### src/rtl/rv32_insn_pkg.sv
// Shared RV32I definitions for the fetch/latch stage.
//   - 7-bit base opcodes used by the classifier.
//   - Fetch FSM state encoding (S_IDLE, S_FETCH, S_HOLD).
//   - Packed bundle of the latched class/abort flags.
package rv32_insn_pkg;

   localparam logic [6:0] OPC_LUI     = 7'b0110111;
   localparam logic [6:0] OPC_AUIPC   = 7'b0010111;
   localparam logic [6:0] OPC_JAL     = 7'b1101111;
   localparam logic [6:0] OPC_JALR    = 7'b1100111;
   localparam logic [6:0] OPC_BRANCH  = 7'b1100011;
   localparam logic [6:0] OPC_LOAD    = 7'b0000011;
   localparam logic [6:0] OPC_STORE   = 7'b0100011;
   localparam logic [6:0] OPC_OPIMM   = 7'b0010011;
   localparam logic [6:0] OPC_OP      = 7'b0110011;
   localparam logic [6:0] OPC_MISCMEM = 7'b0001111;
   localparam logic [6:0] OPC_SYSTEM  = 7'b1110011;

   typedef enum logic [1:0] {
      S_IDLE  = 2'd0,
      S_FETCH = 2'd1,
      S_HOLD  = 2'd2
   } fetch_state_e;

   typedef struct packed {
      logic rinsn;
      logic iinsn;
      logic load;
      logic store;
      logic branch;
      logic illegal;
      logic misalign;
      logic timeout;
   } insn_flags_t;

endpackage

### src/rtl/rv32_insn_classify.sv
// Combinational RV32I opcode classifier.
// Ports:
//   insn_i     32-bit instruction word
//   rinsn_o    OP (R-type)
//   iinsn_o    OP-IMM
//   load_o     LOAD
//   store_o    STORE
//   branch_o   BRANCH
//   illegal_o  not a legal RV32I base opcode; all class flags 0 when set
// Only the opcode field is inspected; funct3/funct7 are not checked.
module rv32_insn_classify
   import rv32_insn_pkg::*;
(
   input  logic [31:0] insn_i,
   output logic        rinsn_o,
   output logic        iinsn_o,
   output logic        load_o,
   output logic        store_o,
   output logic        branch_o,
   output logic        illegal_o
);

   // Upper bits carry operands/functs that this classifier ignores.
   logic unused_upper;
   assign unused_upper = ^insn_i[31:7];

   always_comb begin
      rinsn_o   = 1'b0;
      iinsn_o   = 1'b0;
      load_o    = 1'b0;
      store_o   = 1'b0;
      branch_o  = 1'b0;
      illegal_o = 1'b0;
      if (insn_i[1:0] != 2'b11) begin
         illegal_o = 1'b1;
      end else begin
         case (insn_i[6:0])
            OPC_OP:     rinsn_o  = 1'b1;
            OPC_OPIMM:  iinsn_o  = 1'b1;
            OPC_LOAD:   load_o   = 1'b1;
            OPC_STORE:  store_o  = 1'b1;
            OPC_BRANCH: branch_o = 1'b1;
            OPC_LUI, OPC_AUIPC, OPC_JAL, OPC_JALR, OPC_MISCMEM, OPC_SYSTEM: ;
            default:    illegal_o = 1'b1;
         endcase
      end
   end

endmodule

### src/rtl/insn_fetch_latch.sv
// Instruction fetch-and-latch stage: accepts a fetch request, runs one
// valid/ready memory read, latches the word plus class flags and holds them
// until the consumer acknowledges. Misaligned fetches and (optionally) a
// memory that never answers are reported as aborted fetches.
// Ports:
//   clk, reset                      clock, synchronous active-high reset
//   fetch_req/fetch_addr/fetch_ready  request side (accept = req & ready)
//   mem_valid/mem_addr/mem_rdata/mem_ready  memory read port
//   insn_valid/insn_ack             latched-output handshake
//   latched_*                       captured word and one-hot flags
//   state_o                         current FSM state (debug)
// Handshakes: a transfer happens on a rising edge where valid and ready are
// both 1; valid and its payload stay constant until that edge.
module insn_fetch_latch
   import rv32_insn_pkg::*;
#(
   parameter bit CATCH_MISALIGN = 1'b1,
   parameter int WAIT_TIMEOUT   = 0,
   parameter int TIMEOUT_W      = 8
) (
   input  logic        clk,
   input  logic        reset,
   input  logic        fetch_req,
   input  logic [31:0] fetch_addr,
   output logic        fetch_ready,
   output logic        mem_valid,
   output logic [31:0] mem_addr,
   input  logic [31:0] mem_rdata,
   input  logic        mem_ready,
   output logic        insn_valid,
   input  logic        insn_ack,
   output logic [31:0] latched_insn,
   output logic        latched_rinsn,
   output logic        latched_iinsn,
   output logic        latched_load,
   output logic        latched_store,
   output logic        latched_branch,
   output logic        latched_illegal,
   output logic        latched_misalign,
   output logic        latched_timeout,
   output logic [1:0]  state_o
);

   localparam logic [TIMEOUT_W-1:0] TO_LAST =
      (WAIT_TIMEOUT > 0) ? TIMEOUT_W'(WAIT_TIMEOUT - 1) : '0;

   fetch_state_e         state_q, state_d;
   logic [31:0]          mem_addr_q, mem_addr_d;
   logic [31:0]          insn_q, insn_d;
   insn_flags_t          flags_q, flags_d;
   logic [TIMEOUT_W-1:0] cnt_q, cnt_d;

   insn_flags_t rd_flags;
   logic        accept;
   logic        misaligned;

   rv32_insn_classify u_classify (
      .insn_i    (mem_rdata),
      .rinsn_o   (rd_flags.rinsn),
      .iinsn_o   (rd_flags.iinsn),
      .load_o    (rd_flags.load),
      .store_o   (rd_flags.store),
      .branch_o  (rd_flags.branch),
      .illegal_o (rd_flags.illegal)
   );
   assign rd_flags.misalign = 1'b0;
   assign rd_flags.timeout  = 1'b0;

   assign fetch_ready = (state_q == S_IDLE) | ((state_q == S_HOLD) & insn_ack);
   assign accept      = fetch_req & fetch_ready;
   assign misaligned  = CATCH_MISALIGN && (fetch_addr[1:0] != 2'b00);

   always_comb begin
      state_d    = state_q;
      mem_addr_d = mem_addr_q;
      insn_d     = insn_q;
      flags_d    = flags_q;
      cnt_d      = cnt_q;
      case (state_q)
         S_IDLE, S_HOLD: begin
            // An ack in HOLD that coincides with a new accept skips IDLE.
            if (accept) begin
               mem_addr_d = {fetch_addr[31:2], 2'b00};
               if (misaligned) begin
                  state_d  = S_HOLD;
                  insn_d   = '0;
                  flags_d  = '0;
                  flags_d.misalign = 1'b1;
               end else begin
                  state_d = S_FETCH;
                  cnt_d   = '0;
               end
            end else if (state_q == S_HOLD && insn_ack) begin
               state_d = S_IDLE;
            end
         end
         S_FETCH: begin
            // mem_ready in the expiry cycle takes priority over the timeout.
            if (mem_ready) begin
               state_d = S_HOLD;
               insn_d  = mem_rdata;
               flags_d = rd_flags;
            end else if (WAIT_TIMEOUT > 0) begin
               if (cnt_q == TO_LAST) begin
                  state_d = S_HOLD;
                  insn_d  = '0;
                  flags_d = '0;
                  flags_d.timeout = 1'b1;
               end else begin
                  cnt_d = cnt_q + 1'b1;
               end
            end
         end
         default: state_d = S_IDLE;
      endcase
   end

   always_ff @(posedge clk) begin
      if (reset) begin
         state_q    <= S_IDLE;
         mem_addr_q <= '0;
         insn_q     <= '0;
         flags_q    <= '0;
         cnt_q      <= '0;
      end else begin
         state_q    <= state_d;
         mem_addr_q <= mem_addr_d;
         insn_q     <= insn_d;
         flags_q    <= flags_d;
         cnt_q      <= cnt_d;
      end
   end

   assign mem_valid        = (state_q == S_FETCH);
   assign mem_addr         = mem_addr_q;
   assign insn_valid       = (state_q == S_HOLD);
   assign latched_insn     = insn_q;
   assign latched_rinsn    = flags_q.rinsn;
   assign latched_iinsn    = flags_q.iinsn;
   assign latched_load     = flags_q.load;
   assign latched_store    = flags_q.store;
   assign latched_branch   = flags_q.branch;
   assign latched_illegal  = flags_q.illegal;
   assign latched_misalign = flags_q.misalign;
   assign latched_timeout  = flags_q.timeout;
   assign state_o          = state_q;

endmodule

### config.mk
export PLATFORM = sky130hd
export DESIGN_NAME = insn_fetch_latch
export DESIGN_NICKNAME = d
export VERILOG_FILES = /design/src/rtl/rv32_insn_pkg.sv /design/src/rtl/rv32_insn_classify.sv /design/src/rtl/insn_fetch_latch.sv
export SDC_FILE = /design/constraint.sdc
export NUM_CORES = 1
export LEC_CHECK = 0
export ABC_CLOCK_PERIOD_IN_PS = 2500
export BUFFER_PORTS_ARGS = -buffer_cell sky130_fd_sc_hd__buf_2
export CAP_MARGIN = 20
export CORE_MARGIN = 2
export CORE_UTILIZATION = 51
export DETAILED_ROUTE_END_ITERATION = 6
export GPL_TIMING_DRIVEN = 0
export HOLD_SLACK_MARGIN = 0.02
export PLACE_DENSITY = 0.86
export RECOVER_POWER = 50
export SLEW_MARGIN = 30
export SYNTH_ARGS = -nofsm -noshare
export SYNTH_HDL_FRONTEND = slang
export SYNTH_HIERARCHICAL = 1
export SYNTH_SLANG_ARGS = --single-unit
export TNS_END_PERCENT = 30
### constraint.sdc
create_clock -name clk -period 2.5 [get_ports clk]
set_input_delay 0.5 -clock clk [delete_from_list [all_inputs] [get_ports clk]]
set_output_delay 0.5 -clock clk [all_outputs]
set_load 0.01 [all_outputs]
==> metrics, run 1 <==
outcome finished clean; clk buf depth 2; Slew headroom 53.5%; top cell type by total area after synthesis dfxtp_1; final setup vio count 0; worst slew pin tran 697 ps; effective utilization at floorplan 51.9%; final antenna-violating net count 0; first-pass GRT wire length 13.9 mm; xor/xnor share of the synthesized area 0%; Root Driver clkbuf_8; type of the worst setup path reg -> out; period utilization 74.6%; Pins Over Slew Limit 0; Max Fclk 0.536 GHz; static leakage 1.75 nW; Vias per Instance 5.46; adder-cell share of the synthesized area 0%; grt total ovfl 0; nets 572; Min-Delay Path Class in -> reg; Clock Skew 8.13 ps; P&R area growth vs syn 28.9%; mux contribution to synthesized area 0.345%; max-cap violations 0; YS warnings 6; Worst R2R Setup Slack 650 ps; Cells after Synth 349; post-layout min period 1870 ps; antenna violations before repair 0; core box area 6280 sq um; drt pass-1 iters 4; CTS resizes 0; top cells by count, synth dfxtp_1, nand3b_1, inv_1; hold depth 3; CTS tree yes; commonest register cell after synthesis dfxtp_1; Post-DP HPWL 6.39 mm; crit path launch type register; final instance area 4200 sq um; Starting DRT DRC Count 116; die width 84.0 um; Final Util 67.0%; power per cell area 606 nW/um^2; most common cell in the netlist dfxtp_1; Post-CTS Setup Bufs 0; RSZ-0062 raised after global routing no; Die Area 7050 sq um; maximum VDD drop 0.406 mV; drt total wl 8.60 mm; CTS clk-pin slew, worst paths 80 ps; async set-reset flop share out of synthesis 0%; GP Congestion 0.758; Mapped Avg Cell Area 9.34 sq um; Clk Latency, worst-skew pair 340 ps; Cell Area, Synth 3260 sq um; Global Route Usage Sum 23.8%; Reg2Reg Depth 5; Post-Place Cell Area 4070 sq um; reg-to-reg endpoint latched_store; Setup TNS Final 0 ps; number of synthesized flops with an enable pin 0; io pins 146; main combinational cell family by area after synthesis compound AO/OA/AOI/OAI gates; data required time of the worst path 2000 ps; H-tree depth 3; die height 84.0 um; register area share after synthesis 43.6%; final hold violation count 0; Crit. Startpoint state_o[1]; largest net degree at the start of global routing 14; ANT cells 0; Critical Path End Type primary output; Worst Path Max Fanout 10; Yosys top cell area share 43.6%; total clock sinks 71; Num CTS Buffers 9; Worst EP arrival 1370 ps; mean routed wirelength per cell 14.7 um; IO Port Bufs 141; worst reg2reg startpoint state_o[0]; HP Start fetch_addr[12]; synth top area cells dfxtp_1, o32ai_2, nand3b_1, a21oi_1, o32ai_1; Synth Area in Compound Gates 25.0%; simple-gate area share of the yosys netlist 19.6%; Unique masters post-synth 33; vias in the first global route 3120; Synth Register Bits 71; residual DRC count 0; Std-Cell Rows 29; share of layout cells above drive strength 1 31.3%; via count 3193; hold-fix buffers at CTS 0; Hold EP mem_addr[12]
registers in the layout, indices dropped and copies added (netlist names):
register,count
latched_store,1
latched_insn,32
latched_load,1
state_o,2
latched_misalign,1
mem_addr,30
latched_illegal,1
latched_rinsn,1
latched_iinsn,1
latched_branch,1
worst max path at each step:
stage,slack (ps),depth (start not counted),endpoint
2_1_floorplan,900,4,latched_iinsn
3_5_place_dp,680,5,latched_iinsn
5_1_grt,500,5,latched_branch
4_1_cts,600,4,fetch_ready
6_report,630,4,fetch_ready
3_3_place_gp,720,5,fetch_ready
cell families after synthesis:
kind of cell,after synthesis
AND/OR/NAND/NOR,96
AO/OA/AOI/OAI,103
other,1
multiplexers,1
buffers and inverters,77
flip-flops,71
power breakdown:
group | switching (W) | internal (W) | total (W) | leakage [nW]
Sequential | 0.0000209 | 0.00117 | 0.00119 | 0.578
Combinational | 0.000196 | 0.000141 | 0.000337 | 1.06
Clock | 0.000455 | 0.000563 | 0.00102 | 0.105
Total | 0.000671 | 0.00187 | 0.00255 | 1.75
cell usage in the layout, fill, tap and decap left out:
master | Yosys | final
a21oi_1 | 33 | 33
a31oi_1 | 1 | 1
and2b_4 | 1 | 1
buf_1 | 2 | 2
buf_2 | 14 | 106
buf_4 | 4 | 4
buf_6 | 6 | 5
bufinv_16 | 0 | 2
clkbuf_1 | 11 | 61
clkbuf_2 | 2 | 2
clkbuf_8 | 0 | 9
clkinv_2 | 0 | 1
clkinv_4 | 0 | 2
clkinvlp_4 | 0 | 2
conb_1 | 1 | 3
dfxtp_1 | 71 | 71
inv_1 | 38 | 38
mux2_1 | 1 | 1
nand2_1 | 3 | 3
nand2b_1 | 4 | 5
nand3_1 | 31 | 31
nand3b_1 | 39 | 39
nand3b_2 | 1 | 1
nand4b_1 | 1 | 1
nor2_1 | 4 | 4
nor2b_1 | 3 | 3
nor2b_2 | 1 | 1
nor3_1 | 1 | 2
nor3b_2 | 2 | 2
nor4_1 | 1 | 1
o21ai_0 | 30 | 30
o32a_1 | 1 | 1
o32ai_1 | 18 | 18
o32ai_2 | 20 | 20
or3_1 | 1 | 1
or4_4 | 1 | 1
per-layer routing:
metal  part of all wire [%]  global-route usage (%)  up-vias  wire length [um]
met1                     43                    28.0     1523              3700
li1                       -                       -     1548                 -
met3                    6.6                    5.44        6               567
met5                      0                       0        -                 0
met2                     50                    42.3      116              4270
met4                   0.79                    8.36        0                68
layout make-up:
type                       instances  area, sq um
fill                             546         2070
multi-input combinational        203         1460
sequential                        71         1420
timing repair buffer             141          651
buffer                            39          213
inverter                          38          143
clock buffer                       9          124
clock inverter                     7         97.6
tap                               77         96.3
through the flow:
step | setup slack [ps] | instances | power (W) | hold WS, ps
floorplan | 905 | 351 | 0.00142 | 481
global placement | 718 | 569 | 0.00156 | 446
finish | 635 | 585 | 0.00255 | 400
detailed placement | 682 | 569 | 0.00157 | 454
global route | 496 | 585 | 0.00266 | 398
CTS | 601 | 585 | 0.00258 | 384
worst max-delay path: stages, from the launching register on:
cell and delay [ps]:
dfxtp_1 420, and2b_4 210, buf_2 200, nor2_1 50, buf_2 140
(Power assumes the default switching activity.)
==> run 2, diff against run 1 <==
--- a/config.mk
+++ b/config.mk
@@ -5,15 +5,16 @@
 export SDC_FILE = /design/constraint.sdc
 export NUM_CORES = 1
 export LEC_CHECK = 0
-export ABC_CLOCK_PERIOD_IN_PS = 2500
+export ABC_AREA = 1
+export ABC_CLOCK_PERIOD_IN_PS = 1600
 export BUFFER_PORTS_ARGS = -buffer_cell sky130_fd_sc_hd__buf_2
 export CAP_MARGIN = 20
 export CORE_MARGIN = 2
-export CORE_UTILIZATION = 51
+export CORE_UTILIZATION = 42
 export DETAILED_ROUTE_END_ITERATION = 6
 export GPL_TIMING_DRIVEN = 0
 export HOLD_SLACK_MARGIN = 0.02
-export PLACE_DENSITY = 0.86
+export PLACE_DENSITY = 0.76
 export RECOVER_POWER = 50
 export SLEW_MARGIN = 30
 export SYNTH_ARGS = -nofsm -noshare
==> constraint.sdc (replaced) <==
create_clock -name clk -period 1.6 [get_ports clk]
set_input_delay 0.32 -clock clk [delete_from_list [all_inputs] [get_ports clk]]
set_output_delay 0.32 -clock clk [all_outputs]
set_load 0.01 [all_outputs]
==> run 2 against run 1 <==
Net effect: wire length grew 0.27%; area after synthesis decreased by 5.3%; flip-flop and latch count did not move; combinational power up 62%; hold slack got worse by 180 ps; largest cell class is now sequential cells; setup slack worse by 580 ps.
==> metrics, run 2 <==
outcome finished clean; crit path buf inv count 5 (+3); Worst R2R Setup Slack 100 ps (-550 ps); async set-reset flop share out of synthesis 0% (unchanged); grt total ovfl 0 (unchanged); drt total wl 8.63 mm (+0.27%); fillcell total 703 (+29%); Yosys top cell area share 46.0% (+2.4 points); commonest register cell after synthesis dfxtp_1; post-layout min period 1540 ps; Clock Skew 6.49 ps (-1.63 ps); CTS clk-pin slew, worst paths 80 ps (about the same); worst setup margin 57.8 ps (-577 ps); mean routed wirelength per cell 12.3 um (-17%); drt pass-1 iters 4 (unchanged); IO Port Bufs 141 (unchanged); P&R area growth vs syn 34.8%; number of synthesized flops with an enable pin 0 (unchanged); Root Driver clkbuf_8; total clock sinks 71 (unchanged); io pins 146 (unchanged); Most Frequent Cell on Critical Path buf_6; antenna violations before repair 0 (unchanged); hold depth 3 (unchanged); static leakage 1.82 nW (+4.0%); Final Util 58.0% (-9.0 points); final antenna-violating net count 0 (unchanged); crit path launch type register; first-pass GRT wire length 14.1 mm (+1.3%); max-cap violations 0 (unchanged); type of the worst setup path reg -> out; Num CTS Buffers 9 (unchanged); register area share after synthesis 46.0% (+2.4 points); Setup TNS Final 0 ps (unchanged); placed insts 684 (+20%); Clk Latency, worst-skew pair 340 ps (about the same); Vias per Instance 4.82 (-12%); period utilization 96.4%; power per cell area 1040 nW/um^2 (+71%); Worst path slowest cell dfxtp_2; Min-Delay Path Class in -> reg; data required time of the worst path 1280 ps (-720 ps); max incr delay on CP 350 ps (-70 ps); clk buf depth 2 (unchanged); max reg flops 32 (unchanged); commonest non-fill, non-tap cell in the layout nand2_1; synth top area cells dfxtp_1, nand2_1, a21oi_1, nand4_1, inv_1; Std-Cell Rows 31 (+6.9%); most common cell in the netlist nand2_1; Worst Path Max Fanout 10 (unchanged); GP Congestion 0.808 (+6.6%); Unique masters post-synth 19 (-42%); residual DRC count 0 (unchanged); largest net degree at the start of global routing 13 (-1); Pins Over Slew Limit 0 (unchanged); Top delay family on crit path buffers and inverters; Placement Setup Slack 67.2 ps (-614 ps); Global Route Usage Sum 20.9% (-2.9 points); share of layout cells above drive strength 1 21.2% (-10 points); number of cells on the critical path 6 (+2); top cell type by total area after synthesis dfxtp_1; Die Area 8050 sq um (+14%); Critical Path End Type primary output; commonest cells after routing, fill and taps aside nand2_1, buf_2, clkbuf_1; YS warnings 6 (unchanged); ANT cells 0 (unchanged); final hold violation count 0 (unchanged); core box area 7180 sq um (+14%); Worst EP arrival 1220 ps (-150 ps); H-tree depth 3 (unchanged); Starting DRT DRC Count 114 (-1.7%); effective utilization at floorplan 43.0% (-8.9 points); Final Power 0.00431 W (+69%); top cells by count, synth nand2_1, a21oi_1, dfxtp_1; Synth Register Bits 71 (unchanged); CTS tree yes; Post-Layout Cell Count 703 (+20%); Max Fclk 0.648 GHz; Cells after Synth 442 (+27%); Mapped Avg Cell Area 6.99 sq um (-25%); die width 89.7 um (+6.9%); via count 3386 (+6.0%); final setup vio count 0 (unchanged); maximum VDD drop 0.451 mV (+11%); RSZ-0062 raised after global routing yes; Cell Area, Synth 3090 sq um (-5.3%); die height 89.7 um (+6.9%); Post-DP HPWL 6.34 mm (-0.88%); vias in the first global route 3157 (+1.2%); nets 668 (+17%); Reg2Reg Depth 8 (+3); crit-path cells inv_2 -> nand2_2 -> buf_6 -> buf_6 -> inv_2 -> buf_6
run 2: cell count changes after synthesis, sizes merged, moves of 2 or more:
cell / previous run / this run
nor3b: 2 / 0
a21oi: 33 / 71
o32ai: 38 / 0
nor2b: 4 / 0
nand3b: 40 / 0
inv: 38 / 50
clkbuf: 13 / 11
nand4: 0 / 39
nand2b: 5 / 0
nand3: 31 / 4
nand2: 3 / 118
nor2: 4 / 46
o21ai: 30 / 2
run 2: kinds of logic after synthesis:
kind of cell | count (synthesis) | share of synthesized area, %
simple gates | 209 | 29.0
buf+inv | 87 | 12.6
flops | 71 | 46.0
compound gates | 74 | 12.3
other cells | 1 | 0.121
run 2: final timing paths:
path,endpoint,startpoint
worst max-delay path,mem_valid,state_o[1]
worst max register to register,latched_load,state_o[1]
worst min register to register,latched_load,latched_load
worst min-delay path,mem_addr[22],fetch_addr[22]
run 2: worst reg2reg max path, delay by kind of cell, from the launching register on:
| family | cells | cell delay [ps] |
|---|---|---|
| AND/OR/NAND/NOR | 2 | 160 |
| AO/OA/AOI/OAI | 2 | 360 |
| buffers and inverters | 4 | 570 |
| flip-flops | 1 | 340 |
run 2: routing by layer:
metal  wire [um]  vias to the layer above  track usage (%)
met3         775                       19             6.29
li1            -                     1723                -
met1        3720                     1504             25.6
met5           0                        -                0
met2        3930                      140             34.6
met4         204                        0             8.33
run 2: where the power goes:
group / internal [W] / switching [W]
combinational: 0.000208 / 0.000339
clock: 0.00124 / 0.000666
sequential: 0.00183 / 0.0000322
run 2: metrics by stage:
stage,cell area [sq um],hold WS [ps]
floorplan,3100,463
global placement,3930,447
detailed placement,3930,452
CTS,4230,198
global route,4160,206
finish,4160,216
run 2: layout make-up:
type / count / area, sq um / share of cell area, %
clock buffer: 11 / 141 / 3.40
tap: 99 / 124 / 2.98
timing repair buffer: 144 / 648 / 15.6
clock inverter: 5 / 129 / 3.10
buffer: 37 / 216 / 5.20
inverter: 50 / 188 / 4.51
multi-input combinational: 286 / 1290 / 31.0
sequential: 71 / 1430 / 34.3
run 2: timing repair:
item                                    CTS  global route
endpoints found under the setup margin    1            18
pin swaps                                 0             0
resized for setup                         7             7
hold buffers                              0             0
buffers inserted                          3             0
==> run 3, diff against run 2 <==
--- a/config.mk
+++ b/config.mk
@@ -15,7 +15,7 @@
 export GPL_TIMING_DRIVEN = 0
 export HOLD_SLACK_MARGIN = 0.02
 export PLACE_DENSITY = 0.76
-export RECOVER_POWER = 50
+export RECOVER_POWER = 25
 export SLEW_MARGIN = 30
 export SYNTH_ARGS = -nofsm -noshare
 export SYNTH_HDL_FRONTEND = slang
==> run 3 against run 2 <==
Net effect: maximum frequency down 0.33%; die area did not move; register-to-register slack improved by 20 ps; clock skew barely moved; count of clock-buffer cells in the layout unchanged; critical endpoint unchanged; highest routed layer unchanged.
==> metrics, run 3 (synthesis gave the netlist of run 2 again) <==
Min-Delay Path Class in -> reg; final antenna-violating net count 0 (unchanged); vias in the first global route 3157 (unchanged); Root Driver clkbuf_8; ANT cells 0 (unchanged); first-pass GRT wire length 14.1 mm (unchanged); Clk Latency, worst-skew pair 340 ps (about the same); Starting DRT DRC Count 111 (-2.6%); Final Util 58.6% (+0.59 points); Critical Path End Type primary output; drt pass-1 iters 4 (unchanged); Max Fclk 0.646 GHz (-0.33%); Placement Setup Slack 67.2 ps (unchanged); die width 89.7 um (unchanged); Pins Over Slew Limit 0 (unchanged); max reg flops 32 (unchanged); grt total ovfl 0 (unchanged); period utilization 96.7% (+0.32 points); Worst Path Max Fanout 10 (unchanged); core box area 7180 sq um (unchanged); Clock Skew 6.65 ps (+0.157 ps); power per cell area 1030 nW/um^2 (-0.92%); CTS clk-pin slew, worst paths 70 ps (about the same); worst setup margin 52.6 ps (-5.19 ps); Post-DP HPWL 6.34 mm (unchanged); commonest cells after routing, fill and taps aside nand2_1, buf_2, a21oi_1; crit path launch type register; final setup vio count 0 (unchanged); Vias per Instance 4.83 (+0.27%); data required time of the worst path 1280 ps (about the same); die height 89.7 um (unchanged); io pins 146 (unchanged); outcome finished clean; GRT met1 Usage 25.6% (unchanged); nets 668 (unchanged); drt total wl 8.63 mm (about the same); largest net degree at the start of global routing 13 (unchanged); antenna violations before repair 0 (unchanged); H-tree depth 3 (unchanged); Reg2Reg Depth 8 (unchanged); Global Route Usage Sum 20.9% (unchanged); total clock sinks 71 (unchanged); GP Congestion 0.808 (unchanged); hold-fix buffers at CTS 0 (unchanged); IO Port Bufs 141 (unchanged); max-cap violations 0 (unchanged); share of layout cells above drive strength 1 26.8% (+5.6 points); P&R area growth vs syn 36.1%; hold depth 3 (unchanged); type of the worst setup path reg -> out; commonest non-fill, non-tap cell in the layout nand2_1; Setup TNS Final 0 ps (unchanged); Final Power 0.00432 W (about the same); grt peak-use layer met2; maximum VDD drop 0.450 mV (about the same); Die Area 8050 sq um (unchanged); RSZ-0062 raised after global routing yes; final hold violation count 0 (unchanged); static leakage 1.96 nW (+7.9%); post-layout min period 1550 ps (+5.19 ps); CTS tree yes; mean routed wirelength per cell 12.3 um (about the same); Worst EP arrival 1230 ps (about the same); via count 3395 (+0.27%); Num CTS Buffers 9 (unchanged); met3 usage 6.29% (unchanged); residual DRC count 0 (unchanged); clk buf depth 2 (unchanged); Hold Worst Slack 217 ps (+0.607 ps); met2 usage 34.6% (unchanged); Std-Cell Rows 31 (unchanged); effective utilization at floorplan 43.0% (unchanged)
-- run 3: cell count changes in the layout (fill, tap and decap cells not counted), sizes merged --
| cell | previous run | this run |
|---|---|---|
| buf | 97 | 131 |
| clkbuf | 95 | 61 |
-- run 3: repair_timing --
item                       4_1_cts  5_1_grt
hold endpoints to repair         0        0
cloned                           0        0
resized for setup                7        7
setup endpoints to repair        1       18
buffers inserted                 3        0
-- run 3: routing by layer --
metal,vias up,wire length (um)
met4,0,204
met1,1512,3690
met2,142,3970
met5,-,0
li1,1722,-
met3,19,763
-- run 3: through the flow --
| stage | instance area (sq um) | instances |
|---|---|---|
| floorplan | 3100 | 444 |
| global placement | 3930 | 684 |
| detailed placement | 3930 | 684 |
| CTS | 4230 | 703 |
| global route | 4200 | 703 |
| finish | 4200 | 703 |
-- run 3: layout make-up --
type	count	area, sq um
Fill cell	690	2970
Sequential cell	71	1430
Multi-Input combinational cell	286	1290
Timing Repair Buffer	144	691
Buffer	37	216
Inverter	50	188
Clock buffer	11	141
Clock inverter	5	129
Tap cell	99	124
-- run 3: report_power, final --
group          internal, W  switching, W  total, W
clock network      0.00124      0.000666   0.00191
logic             0.000214      0.000339  0.000553
registers          0.00183     0.0000312   0.00186
-- run 3: final timing paths --
path                  end  slack, ps           start
max             mem_valid         50      state_o[1]
min          mem_addr[22]        220  fetch_addr[22]
max reg2reg  latched_load        120      state_o[1]
min reg2reg  latched_load        460    latched_load
-- run 3: critical path, cell delays in order (launching register included) --
cell and delay, ps:
dfxtp_2 350, inv_2 40, nand2_2 80, buf_6 110, buf_6 130, inv_2 50
buf_6 110
